<file path="src/rtl/decoder_rr_scheduler_if.sv">
// Decoder scheduler bus: request/clock-enable inputs and decoder drive outputs.
//   CE       : clock enable from requester side
//   REQ      : 16 request lines, bit n asks for decoder output n
//   SEL      : decoder address {D,C,B,A}
//   STROBE_N : active-low decoder strobe (G1_N/G2_N)
//   GNT      : one-hot grant of the current winner
//   BUSY     : scheduler not idle
//   DONE     : one-cycle end-of-grant pulse
interface decoder_rr_scheduler_if;
  logic        CE;
  logic [15:0] REQ;
  logic [3:0]  SEL;
  logic        STROBE_N;
  logic [15:0] GNT;
  logic        BUSY;
  logic        DONE;

  // Requester / environment side
  modport master (
    output CE, REQ,
    input  SEL, STROBE_N, GNT, BUSY, DONE
  );

  // Scheduler side
  modport slave (
    input  CE, REQ,
    output SEL, STROBE_N, GNT, BUSY, DONE
  );
endinterface

</file>
<file path="src/rtl/decoder_rr_scheduler.sv">
// Round-robin scheduler driving a 4-to-16 decoder with setup/hold strobe timing.
//   CLK   : system clock, rising edge
//   RESET : synchronous active-high reset, overrides CE
//   bus   : slave side of decoder_rr_scheduler_if (CE, REQ in; SEL, STROBE_N,
//           GNT, BUSY, DONE out, all registered)
module decoder_rr_scheduler #(
  parameter int unsigned HOLD  = 4,
  parameter int unsigned SETUP = 1
) (
  input  logic                 CLK,
  input  logic                 RESET,
  decoder_rr_scheduler_if.slave bus
);

  localparam int unsigned N_REQ   = 16;
  localparam int unsigned SEL_W   = 4;
  localparam int unsigned HOLD_W  = $clog2(HOLD + 1);
  localparam int unsigned SETUP_W = $clog2(SETUP + 1);

  typedef enum logic [1:0] {
    ST_IDLE    = 2'd0,
    ST_SETUP   = 2'd1,
    ST_ACTIVE  = 2'd2,
    ST_RECOVER = 2'd3
  } state_e;

  state_e             state_q, state_d;
  logic [SEL_W-1:0]   ptr_q, ptr_d;
  logic [SEL_W-1:0]   sel_q, sel_d;
  logic               strobe_n_q, strobe_n_d;
  logic [N_REQ-1:0]   gnt_q, gnt_d;
  logic               busy_q, busy_d;
  logic               done_q, done_d;
  logic [SETUP_W-1:0] setup_cnt_q, setup_cnt_d;
  logic [HOLD_W-1:0]  hold_cnt_q, hold_cnt_d;

  logic               win_found_c;
  logic [SEL_W-1:0]   win_c;

  // Round-robin pick: scan upward from ptr, wrapping 15->0, first set bit wins
  always_comb begin
    logic [SEL_W-1:0] idx;
    win_found_c = 1'b0;
    win_c       = ptr_q;
    idx         = ptr_q;
    for (int i = 0; i < int'(N_REQ); i++) begin
      idx = ptr_q + SEL_W'(i);
      if (!win_found_c && bus.REQ[idx]) begin
        win_found_c = 1'b1;
        win_c       = idx;
      end
    end
  end

  // Next-state and output computation; DONE defaults low so it is a single pulse
  always_comb begin
    state_d     = state_q;
    ptr_d       = ptr_q;
    sel_d       = sel_q;
    strobe_n_d  = strobe_n_q;
    gnt_d       = gnt_q;
    busy_d      = busy_q;
    done_d      = 1'b0;
    setup_cnt_d = setup_cnt_q;
    hold_cnt_d  = hold_cnt_q;

    if (bus.CE) begin
      unique case (state_q)
        ST_IDLE: begin
          if (win_found_c) begin
            sel_d       = win_c;
            gnt_d       = N_REQ'(1) << win_c;
            ptr_d       = win_c + SEL_W'(1);
            setup_cnt_d = SETUP_W'(SETUP);
            busy_d      = 1'b1;
            strobe_n_d  = 1'b1;
            state_d     = ST_SETUP;
          end
        end
        ST_SETUP: begin
          // Counter saturates: the last setup cycle launches the strobe
          if (setup_cnt_q <= SETUP_W'(1)) begin
            setup_cnt_d = '0;
            hold_cnt_d  = HOLD_W'(HOLD);
            strobe_n_d  = 1'b0;
            state_d     = ST_ACTIVE;
          end else begin
            setup_cnt_d = setup_cnt_q - SETUP_W'(1);
          end
        end
        ST_ACTIVE: begin
          // Dropped request ends the strobe immediately, ahead of the count
          if (!bus.REQ[sel_q] || (hold_cnt_q <= HOLD_W'(1))) begin
            hold_cnt_d = '0;
            strobe_n_d = 1'b1;
            state_d    = ST_RECOVER;
          end else begin
            hold_cnt_d = hold_cnt_q - HOLD_W'(1);
          end
        end
        ST_RECOVER: begin
          done_d  = 1'b1;
          gnt_d   = '0;
          busy_d  = 1'b0;
          state_d = ST_IDLE;
        end
        default: begin
          state_d = ST_IDLE;
        end
      endcase
    end
  end

  // State and output registers
  always_ff @(posedge CLK) begin
    if (RESET) begin
      state_q     <= ST_IDLE;
      ptr_q       <= '0;
      sel_q       <= '0;
      strobe_n_q  <= 1'b1;
      gnt_q       <= '0;
      busy_q      <= 1'b0;
      done_q      <= 1'b0;
      setup_cnt_q <= '0;
      hold_cnt_q  <= '0;
    end else begin
      state_q     <= state_d;
      ptr_q       <= ptr_d;
      sel_q       <= sel_d;
      strobe_n_q  <= strobe_n_d;
      gnt_q       <= gnt_d;
      busy_q      <= busy_d;
      done_q      <= done_d;
      setup_cnt_q <= setup_cnt_d;
      hold_cnt_q  <= hold_cnt_d;
    end
  end

  assign bus.SEL      = sel_q;
  assign bus.STROBE_N = strobe_n_q;
  assign bus.GNT      = gnt_q;
  assign bus.BUSY     = busy_q;
  assign bus.DONE     = done_q;

endmodule

</file>
<file path="src/flat_wrapper.sv">
// flat-port wrapper written by rule: the top's interface ports become plain ports
module decoder_rr_scheduler_flat 
#(
  parameter int unsigned HOLD  = 4,
  parameter int unsigned SETUP = 1
)
  (CLK, RESET, bus_CE, bus_REQ, bus_SEL, bus_STROBE_N, bus_GNT, bus_BUSY, bus_DONE);
  decoder_rr_scheduler_if bus_i ();
  input  logic CLK;
  input  logic RESET;
  input wire logic [$bits(bus_i.CE)-1:0] bus_CE;
  input wire logic [$bits(bus_i.REQ)-1:0] bus_REQ;
  output wire logic [$bits(bus_i.SEL)-1:0] bus_SEL;
  output wire logic [$bits(bus_i.STROBE_N)-1:0] bus_STROBE_N;
  output wire logic [$bits(bus_i.GNT)-1:0] bus_GNT;
  output wire logic [$bits(bus_i.BUSY)-1:0] bus_BUSY;
  output wire logic [$bits(bus_i.DONE)-1:0] bus_DONE;
  assign bus_i.CE = bus_CE;
  assign bus_i.REQ = bus_REQ;
  assign bus_SEL = bus_i.SEL;
  assign bus_STROBE_N = bus_i.STROBE_N;
  assign bus_GNT = bus_i.GNT;
  assign bus_BUSY = bus_i.BUSY;
  assign bus_DONE = bus_i.DONE;
  decoder_rr_scheduler #(.HOLD(HOLD), .SETUP(SETUP)) u_core (.CLK(CLK), .RESET(RESET), .bus(bus_i));
endmodule
</file>
<file path="config.mk">
export PLATFORM = sky130hd
export DESIGN_NAME = decoder_rr_scheduler_flat
export DESIGN_NICKNAME = d
export VERILOG_FILES = /design/src/rtl/decoder_rr_scheduler_if.sv /design/src/rtl/decoder_rr_scheduler.sv /design/src/flat_wrapper.sv
export SDC_FILE = /design/constraint.sdc
export NUM_CORES = 1
export LEC_CHECK = 0
export BUFFER_PORTS_ARGS = -buffer_cell sky130_fd_sc_hd__buf_2
export CORE_MARGIN = 4
export CORE_UTILIZATION = 56
export DETAILED_ROUTE_END_ITERATION = 10
export PLACE_DENSITY_LB_ADDON = 0.25
export SLEW_MARGIN = 20
export SYNTH_ARGS = -nofsm -noshare
export SYNTH_HDL_FRONTEND = slang
export SYNTH_SLANG_ARGS = --single-unit
</file>
<file path="constraint.sdc">
create_clock -name CLK -period 7.5 [get_ports CLK]
set_input_delay 1.875 -clock CLK [delete_from_list [all_inputs] [get_ports CLK]]
set_output_delay 1.875 -clock CLK [all_outputs]
set_load 0.03 [all_outputs]
</file>
# Yosys cells after proc, flatten, opt, wreduce, memory -nomap -nowiden
# Cells that the tools add are included.
[word_totals] register_bits=33 input_bits=19 out_inout_bits=23
[classes] addsub=18 n_lt_le_gt_ge=19 eq_ne=6 shift=1 mux=82 bitwise=1 reduce_logical=44
[ops] cell="$lt A4 B5 Y1 const B" n=17
[ops] cell="$bmux W1 S4" n=17
[ops] cell="$mux W4" n=15
[ops] cell="$mux W1" n=38
[ops] cell="$add A4 B4 Y4 const B" n=8
[ops] cell="$pmux W16 S2" n=1
[ops] cell="$add A4 B3 Y4 const B" n=4
[ops] cell="$logic_not A1 Y1" n=16
[ops] cell="$mux W16" n=1
[ops] cell="$shl A1 B4 Y16 const A" n=1
[ops] cell="$logic_and A1 B1 Y1" n=15
[ops] cell="$reduce_and A3 Y1" n=4
[ops] cell="$add A4 B1 Y4 const B" n=2
[ops] cell="$add A4 B2 Y4 const B" n=2
[ops] cell="$pmux W2 S4" n=1
[ops] cell="$mux W2" n=3
[ops] cell="$mux W3" n=2
[ops] cell="$ne A2 B1 Y1 const B" n=3
[ops] cell="$pmux W3 S2" n=1
[ops] cell="$reduce_bool A2 Y1" n=3
[ops] cell="$reduce_and A5 Y1" n=1
[ops] cell="$eq A2 B2 Y1 const B" n=2
[ops] cell="$pmux W1 S2" n=2
[ops] cell="$reduce_and A4 Y1" n=1
[ops] cell="other kinds (11)" n=11

# Logic depth before layout (Yosys ltp)
# Gate-level depths: netlist of the first run.
[logic_depth] word_depth=51 mapped_depth=20

# Least setup slack after synthesis of the first run
# No wires, ideal clock.
[synth_path] path_type="input to register" from="in bus_REQ[10]" to="reg u_core.gnt_q[15] (netlist: u_core.bus.GNT[15])" arrival_ps=4868 t_required_ps=7372 slack_ps=2504 cell_stages=12 path_buffers=0 path_cell_list="mux4_1 mux4_2 nor4_4 nand3_1 or2_1 o22a_1 a22oi_1 o32ai_2 ha_1 ha_1 a32oi_1 nor2_1"
[synth_via] elab_chain_len=51 elab_cells_between_ends=98 classes_between="eq/ne (1); shift (1); mux (65); reduce/logical (31)"
[synth_lines] item="start: declaration" line="flat_wrapper.sv:12" source="input wire logic [$bits(bus_i.REQ)-1:0] bus_REQ;"
[synth_lines] item="$bmux W1 S4" line="decoder_rr_scheduler.sv:48" source="if (!win_found_c && bus.REQ[idx]) begin"
[synth_lines] item="$mux W1 (not written as such)" line="decoder_rr_scheduler.sv:48"
[synth_lines] item="$mux W1" line="decoder_rr_scheduler.sv:48"
[synth_lines] item="$logic_not A1 Y1" line="decoder_rr_scheduler.sv:48"
[synth_lines] item="$logic_and A1 B1 Y1" line="decoder_rr_scheduler.sv:48"
[synth_lines] item="$mux W1" line="decoder_rr_scheduler.sv:48"
[synth_lines] item="$logic_not A1 Y1" line="decoder_rr_scheduler.sv:48"
[synth_lines] item="$logic_and A1 B1 Y1" line="decoder_rr_scheduler.sv:48"
[synth_lines] item="[36 not listed]"
[synth_lines] item="$mux W1" line="decoder_rr_scheduler.sv:48"
[synth_lines] item="$logic_not A1 Y1" line="decoder_rr_scheduler.sv:48"
[synth_lines] item="$logic_and A1 B1 Y1" line="decoder_rr_scheduler.sv:48"
[synth_lines] item="$mux W4 *" line="decoder_rr_scheduler.sv:48"
[synth_lines] item="via u_core.win_c[1]" line="decoder_rr_scheduler.sv:38" source="logic [SEL_W-1:0] win_c;"
[synth_lines] item="$shl A1 B4 Y16 *" line="decoder_rr_scheduler.sv:72" source="gnt_d = N_REQ'(1) << win_c;"
[synth_lines] item="$mux W16 *" line="decoder_rr_scheduler.sv:70" source="if (win_found_c) begin"
[synth_lines] item="$pmux W16 S2 *" line="decoder_rr_scheduler.sv:68" source="unique case (state_q)"
[synth_lines] item="end signal: assignment" line="decoder_rr_scheduler.sv:131" source="gnt_q <= gnt_d;"
[synth_lines] item="end: declaration" line="decoder_rr_scheduler.sv:31" source="logic [N_REQ-1:0] gnt_q, gnt_d;"
# The timed path passes the listed nets; every way through them passes the cells marked *. The select of a mux whose other input is x is not followed.
# A chain may end at the register's enable or synchronous reset.

# Final worst setup path of the first run
[layout_path] from="reg u_core.ptr_q[1]" to="reg u_core.gnt_q[15] (netlist: u_core.bus.GNT[15])"
[layout_via] elab_chain_len=51 elab_cells_between_ends=113 classes_between="add/sub (15); eq/ne (1); shift (1); mux (65); reduce/logical (31)"
[layout_lines] item="start: declaration" line="decoder_rr_scheduler.sv:28" source="logic [SEL_W-1:0] ptr_q, ptr_d;"
[layout_lines] item="start signal: assignment" line="decoder_rr_scheduler.sv:128" source="ptr_q <= ptr_d;"
[layout_lines] item="parallel branches: the longest is 47 deep, another holds $add A4 B1 Y4"
[layout_lines] item="$mux W4 *" line="decoder_rr_scheduler.sv:48"
[layout_lines] item="via u_core.win_c[1]" line="decoder_rr_scheduler.sv:38"
[layout_lines] item="$shl A1 B4 Y16 *" line="decoder_rr_scheduler.sv:72"
[layout_lines] item="$mux W16 *" line="decoder_rr_scheduler.sv:70"
[layout_lines] item="$pmux W16 S2 *" line="decoder_rr_scheduler.sv:68"
# Mark *: on every way through the listed nets, which the timed path passes. The select of a mux whose other input is x is not followed.

==> results of run 1 <==
==> per-layer routing <==
metal	GRT usage, %	up-vias	wire length [µm]
met2	37.99	186	4766
li1	-	1714	-
met1	37.88	1775	4767
met4	7.526	0	195
met3	5.833	27	985
met5	0	-	0
==> stage by stage <==
| stage | worst slack, ns | utilization [%] |
|---|---|---|
| 4_1_cts | 1.830 | 63.32 |
| 2_1_floorplan | 2.504 | - |
| 3_5_place_dp | 1.860 | 61.93 |
| 5_1_grt | 1.413 | 63.40 |
| 6_report | 1.786 | 63.40 |
| 3_3_place_gp | 1.926 | 61.93 |
==> cells in the mapped netlist (all sizes together) (2+ instances only) <==
master	instances
a2bb2oi	3
o31ai	3
or2	2
nor3	9
xnor2	9
inv	13
a31oi	5
a211o	2
buf	13
a21oi	31
nand2b	4
a22oi	4
mux2	17
nor2b	4
nand2	45
clkinv	3
a32oi	5
and2	4
and3	2
mux4	28
nor4b	2
xor2	3
ha	18
dfxtp	32
o22ai	2
a32o	8
a21o	4
o21bai	2
o32ai	3
a211oi	7
nand3	9
a221oi	2
nor2	35
o211ai	4
o21a	3
o21ai	26
nand4	5
nor4	2
clkbuf	8
a22o	4
mux2i	28
==> cells by family (layout without fill, tap and decap cells) <==
| family | after synthesis | in the layout | synth area share [%] |
|---|---|---|---|
| muxes | 73 | 73 | 29.46 |
| adders and majority gates | 18 | 18 | 5.898 |
| AOI/OAI and AO/OA | 127 | 127 | 23.72 |
| xor gates and xnor gates | 12 | 12 | 2.949 |
| DFF | 32 | 32 | 16.78 |
| buffers and inverters | 37 | 69 | 4.915 |
| and+or+nand+nor | 127 | 127 | 16.28 |
==> path summary, 6_finish.rpt <==
| kind | slack (ns) | endpoint | depth (start not counted) | from |
|---|---|---|---|---|
| worst min register to register | 0.45 | u_core.bus.GNT[2]$_SDFFE_PP0P_ | 2 | u_core.bus.GNT[2]$_SDFFE_PP0P_ |
| worst min-delay path | 0.45 | u_core.bus.GNT[2]$_SDFFE_PP0P_ | 2 | u_core.bus.GNT[2]$_SDFFE_PP0P_ |
| worst max-delay path | 1.79 | u_core.bus.GNT[15]$_SDFFE_PP0P_ | 16 | u_core.ptr_q[1]$_SDFFE_PP0P_ |
| worst max register to register | 1.79 | u_core.bus.GNT[15]$_SDFFE_PP0P_ | 16 | u_core.ptr_q[1]$_SDFFE_PP0P_ |
==> critical path, cell delays in order (launching register included) <==
cell      delay (ns)
dfxtp_1         0.31
buf_4           0.37
inv_1           0.33
ha_1            0.90
mux4_2          0.66
mux2_2          0.34
mux2_2          0.35
a211oi_4        0.49
nand3_1         0.19
or2_1           0.33
o22a_1          0.22
a22oi_1         0.20
o32ai_2         0.16
ha_1            0.28
ha_1            0.20
a32oi_1         0.18
nor2_1          0.05
==> state kept, by name, summed over array words and instances, names as in the netlist <==
name and count:
u_core.bus.GNT 16, u_core.bus.BUSY 1, u_core.bus.STROBE_N 1, u_core.state_q 2, u_core.ptr_q 4, u_core.bus.DONE 1
u_core.bus.SEL 4, u_core.hold_cnt_q 3
==> area by class of cell <==
cell class	count	area share, %
timing repair buffer	45	5.713
multi-input combinational	357	72.74
inverter	16	1.459
tap	77	2.340
sequential	32	15.56
clock buffer	8	2.188
==> metrics.txt, run 1 <==
vias in the first global route=3317; CTS tree=built; Post-CTS Setup Inserts=0; Starting Density=58.79%; Post-Synthesis Cells=426; Num Clock Sinks=32; synth top area cells=dfxtp_1 (17%), mux4_2 (13%), mux2i_1 (7.3%), ha_1 (5.9%), mux2_2 (4.7%); layout filler cell count=535; CORE AREA=6495 µm²; crit-path max FO=29; root buffer cell=clkbuf_8; # IOs=42; Synth area leader=dfxtp_1; die footprint=8204 µm²; largest net degree at the start of global routing=30; RePlAce Congestion=0.9908; first-pass GRT wire length=17.55 mm; DR pass1 iterations=5; Post-synth EDFFs=0; Most used DFF post-synth=dfxtp_1; grt total ovfl=0; # resized after CTS=0; Max-slew headroom=33.93%; highest clock rate=175.0 MHz; Final min period=5.714 ns; drt initial violations=366; CTS Hold Bufs=0; commonest non-fill, non-tap cells in the layout=nand2_1 (45), buf_2 (41), nor2_1 (34); Die Y-Extent=90.58 µm; total negative slack=0 ns; Worst EP required=7.66 ns; CP Launch Type=flip-flop; # rows=29; mean routed wirelength per cell=20.03 µm; fin. max-slew vios=0; multi-input combinational cell area=2995 µm²; share of cells above drive strength 1=22.27%; placed cells=527; FF/Latch Area=640.6 µm²; Final Hold Vio Count=0; chip width=90.58 µm; Unique masters post-synth=71; RSZ-0062 raised after global routing=no; sequential fraction of the synthesis area=16.78%; Hold WC Path Type=reg2reg; Layout Nets=494; share of the synthesized area in the top cell type=16.78%; post-place instance area=4023 µm²; CP Data Arrival Time=5.87 ns; Layout Skew=0.002672 ns; run status=complete, no violations; Via Count=3702; Syn. warnings=0; Crit Path Category=reg2reg; Slew @ Worst Pin=0.9840 ns; design area=4118 µm²; area grow syn2layout=7.831%; vias per inst=6.920; Antenna diodes=0; Routed Antenna Nets=0; CP Capture Type=flip-flop; endpoints failing setup=0; hold_ws=0.4514 ns; crit share post-route=76.18%; synthesized flop and latch total=32; Final Non-Filler Cells=535; Post-Synthesis Net Count=463; commonest non-fill, non-tap cell in the layout=nand2_1; CTS H-Tree Depth=2; drt drc=0; routed wire length=10.72 mm; global-route usage over all layers=25.91%; Synth Area per Inst=8.964 µm²; Worst-Skew Late Latency=0.28 ns; IO buf count=41; total CTS buffers=5; synthesized area=3819 µm²; Final HPWL DP=8.132 mm; CTS max path bufs=2; initial antenna violation count=0; maxcap violations=0; CTS clock-pin slew for the worst setup and hold paths=0.06 ns; asr flop ratio synth=0%
Power of run 1 is left out: the tool's default activity adds up to more than one toggle a clock period on the data nets, which glitch-free logic cannot reach.
==> inputs of run 2 (changes only) <==
- clock period: 7.5 -> 5.6 ns (I/O delays scaled with it)
==> metrics.txt, run 2 (same netlist as run 1, synthesis figures left out) <==
run status=complete, no violations; Via Count=3739 (+1.0%); Final Non-Filler Cells=540 (+0.93%); # resized after CTS=0 (unchanged); CP max-delay cell=ha_1; RSZ-0062 raised after global routing=no; total CTS buffers=5 (unchanged); Starting Density=58.79% (unchanged); initial antenna violation count=0 (unchanged); Crit Path Category=reg2reg; Hold WC Path Type=reg2reg; RePlAce Congestion=0.9366 (-5.5%); # rows=29 (unchanged); share of cells above drive strength 1=23.33% (+1.1 points); # IOs=42 (unchanged); drt drc=0 (unchanged); commonest non-fill, non-tap cells in the layout=nand2_1 (45), buf_2 (41), nor2_1 (34); maxcap violations=0 (unchanged); Routed Antenna Nets=0 (unchanged); Slew @ Worst Pin=0.9604 ns (-0.02357 ns); commonest non-fill, non-tap cell in the layout=nand2_1; root buffer cell=clkbuf_8; CP Data Arrival Time=5.13 ns (-0.74 ns); Layout Skew=0.003611 ns (+0.0009389 ns); grt total ovfl=0 (unchanged); max incr delay on CP=0.70 ns (-0.20 ns); area grow syn2layout=8.683%; max reg flops=16 (unchanged); chip width=90.58 µm (unchanged); global-route usage over all layers=26.92% (+1.0 points); CTS Hold Bufs=0 (unchanged); Max-slew headroom=35.51% (+1.6 points); critical path's most frequent cell=ha_1; routed wire length=11.01 mm (+2.7%); CTS max path bufs=2 (unchanged); layout filler cell count=572 (+6.9%); Final min period=4.973 ns (-0.7408 ns); endpoints failing setup=0 (unchanged); crit-path max FO=9 (-69%); first-pass GRT wire length=18.08 mm (+3.0%); total negative slack=0 ns (unchanged); Final HPWL DP=8.475 mm (+4.2%); Final Hold Vio Count=0 (unchanged); Worst EP required=5.76 ns (-1.90 ns); DR pass1 iterations=5 (unchanged); Post-CTS Setup Inserts=0 (unchanged); Worst-Skew Late Latency=0.28 ns (about the same); Num Clock Sinks=32 (unchanged); die footprint=8204 µm² (unchanged); hold_ws=0.4527 ns (+0.001331 ns); vias in the first global route=3645 (+9.9%); Layout Nets=500 (+1.2%); CP Capture Type=flip-flop; largest net degree at the start of global routing=29 (-3.3%); CTS clock-pin slew for the worst setup and hold paths=0.06 ns (about the same); CP Launch Type=flip-flop; highest clock rate=201.1 MHz (+15%); mean routed wirelength per cell=20.38 µm (+1.8%); utilization after layout=63.90% (+0.50 points); IO buf count=41 (unchanged); top cell family by delay on the critical path=multiplexers; fin. max-slew vios=0 (unchanged); CTS H-Tree Depth=2 (unchanged); crit share post-route=88.80% (+13 points); placed cells=533 (+1.1%); CTS tree=built; drt initial violations=195 (-47%); Antenna diodes=0 (unchanged); CP Cell Sequence=clkinv_1 > ha_1 > mux4_2 > mux2_2 > mux2_2 > a211oi_4 > nand4_2 > o31ai_1 > a32o_1 > a31oi_1 > o32ai_2 > ha_1 > ha_1 > nand2_1 > a21oi_1; vias per inst=6.924 (about the same); Critical path buffers and inverters=1 (-1); Die Y-Extent=90.58 µm (unchanged); CORE AREA=6495 µm² (unchanged)
==> run 2: cell types whose count changed in the layout (fill, tap and decap cells not counted), sizes merged <==
cell	delta
clkinv	+1
clkbuf	-2
buf	+6
==> run 2: final cells by class <==
| type | instances | area, µm² | share of cell area, % |
|---|---|---|---|
| Clock buffer | 6 | 72.57 | 1.749 |
| Clock inverter | 1 | 5.005 | 0.1206 |
| Inverter | 16 | 60.06 | 1.447 |
| Multi-Input combinational cell | 357 | 2995 | 72.17 |
| Sequential cell | 32 | 640.6 | 15.44 |
| Tap cell | 77 | 96.34 | 2.321 |
| Timing Repair Buffer | 51 | 280.3 | 6.753 |
==> run 2: stage by stage <==
step	worst slack, ns	instance area (µm²)
after floorplan	0.8154	3819
after global placement	0.6575	4068
after detailed placement	0.4936	4068
after CTS	0.7080	4145
after global routing	0.3179	4150
final	0.6271	4150
==> run 2: tightest hold or removal path: cells and delay by family, from the launching register on <==
kind	cells	cell delay (ns)
and+or+nand+nor	1	0.04
AOI/OAI and AO/OA	1	0.05
DFF	1	0.33
==> run 2: layer usage <==
layer | wire length, µm | global-route usage [%]
met5 | 0 | 0
met4 | 252 | 8.163
met3 | 909 | 6.917
met2 | 5162 | 43.42
met1 | 4681 | 35.32
==> run 2: worst paths after layout <==
kind / cells after the start / start / slack, ns / end
max: 15 / u_core.ptr_q[0]$_SDFFE_PP0P_ / 0.63 / u_core.ptr_q[2]$_SDFFE_PP0P_
min: 2 / u_core.bus.GNT[2]$_SDFFE_PP0P_ / 0.45 / u_core.bus.GNT[2]$_SDFFE_PP0P_
max reg2reg: 15 / u_core.ptr_q[0]$_SDFFE_PP0P_ / 0.63 / u_core.ptr_q[2]$_SDFFE_PP0P_
min reg2reg: 2 / u_core.bus.GNT[2]$_SDFFE_PP0P_ / 0.45 / u_core.bus.GNT[2]$_SDFFE_PP0P_
Power of run 2 is left out for the same reason.
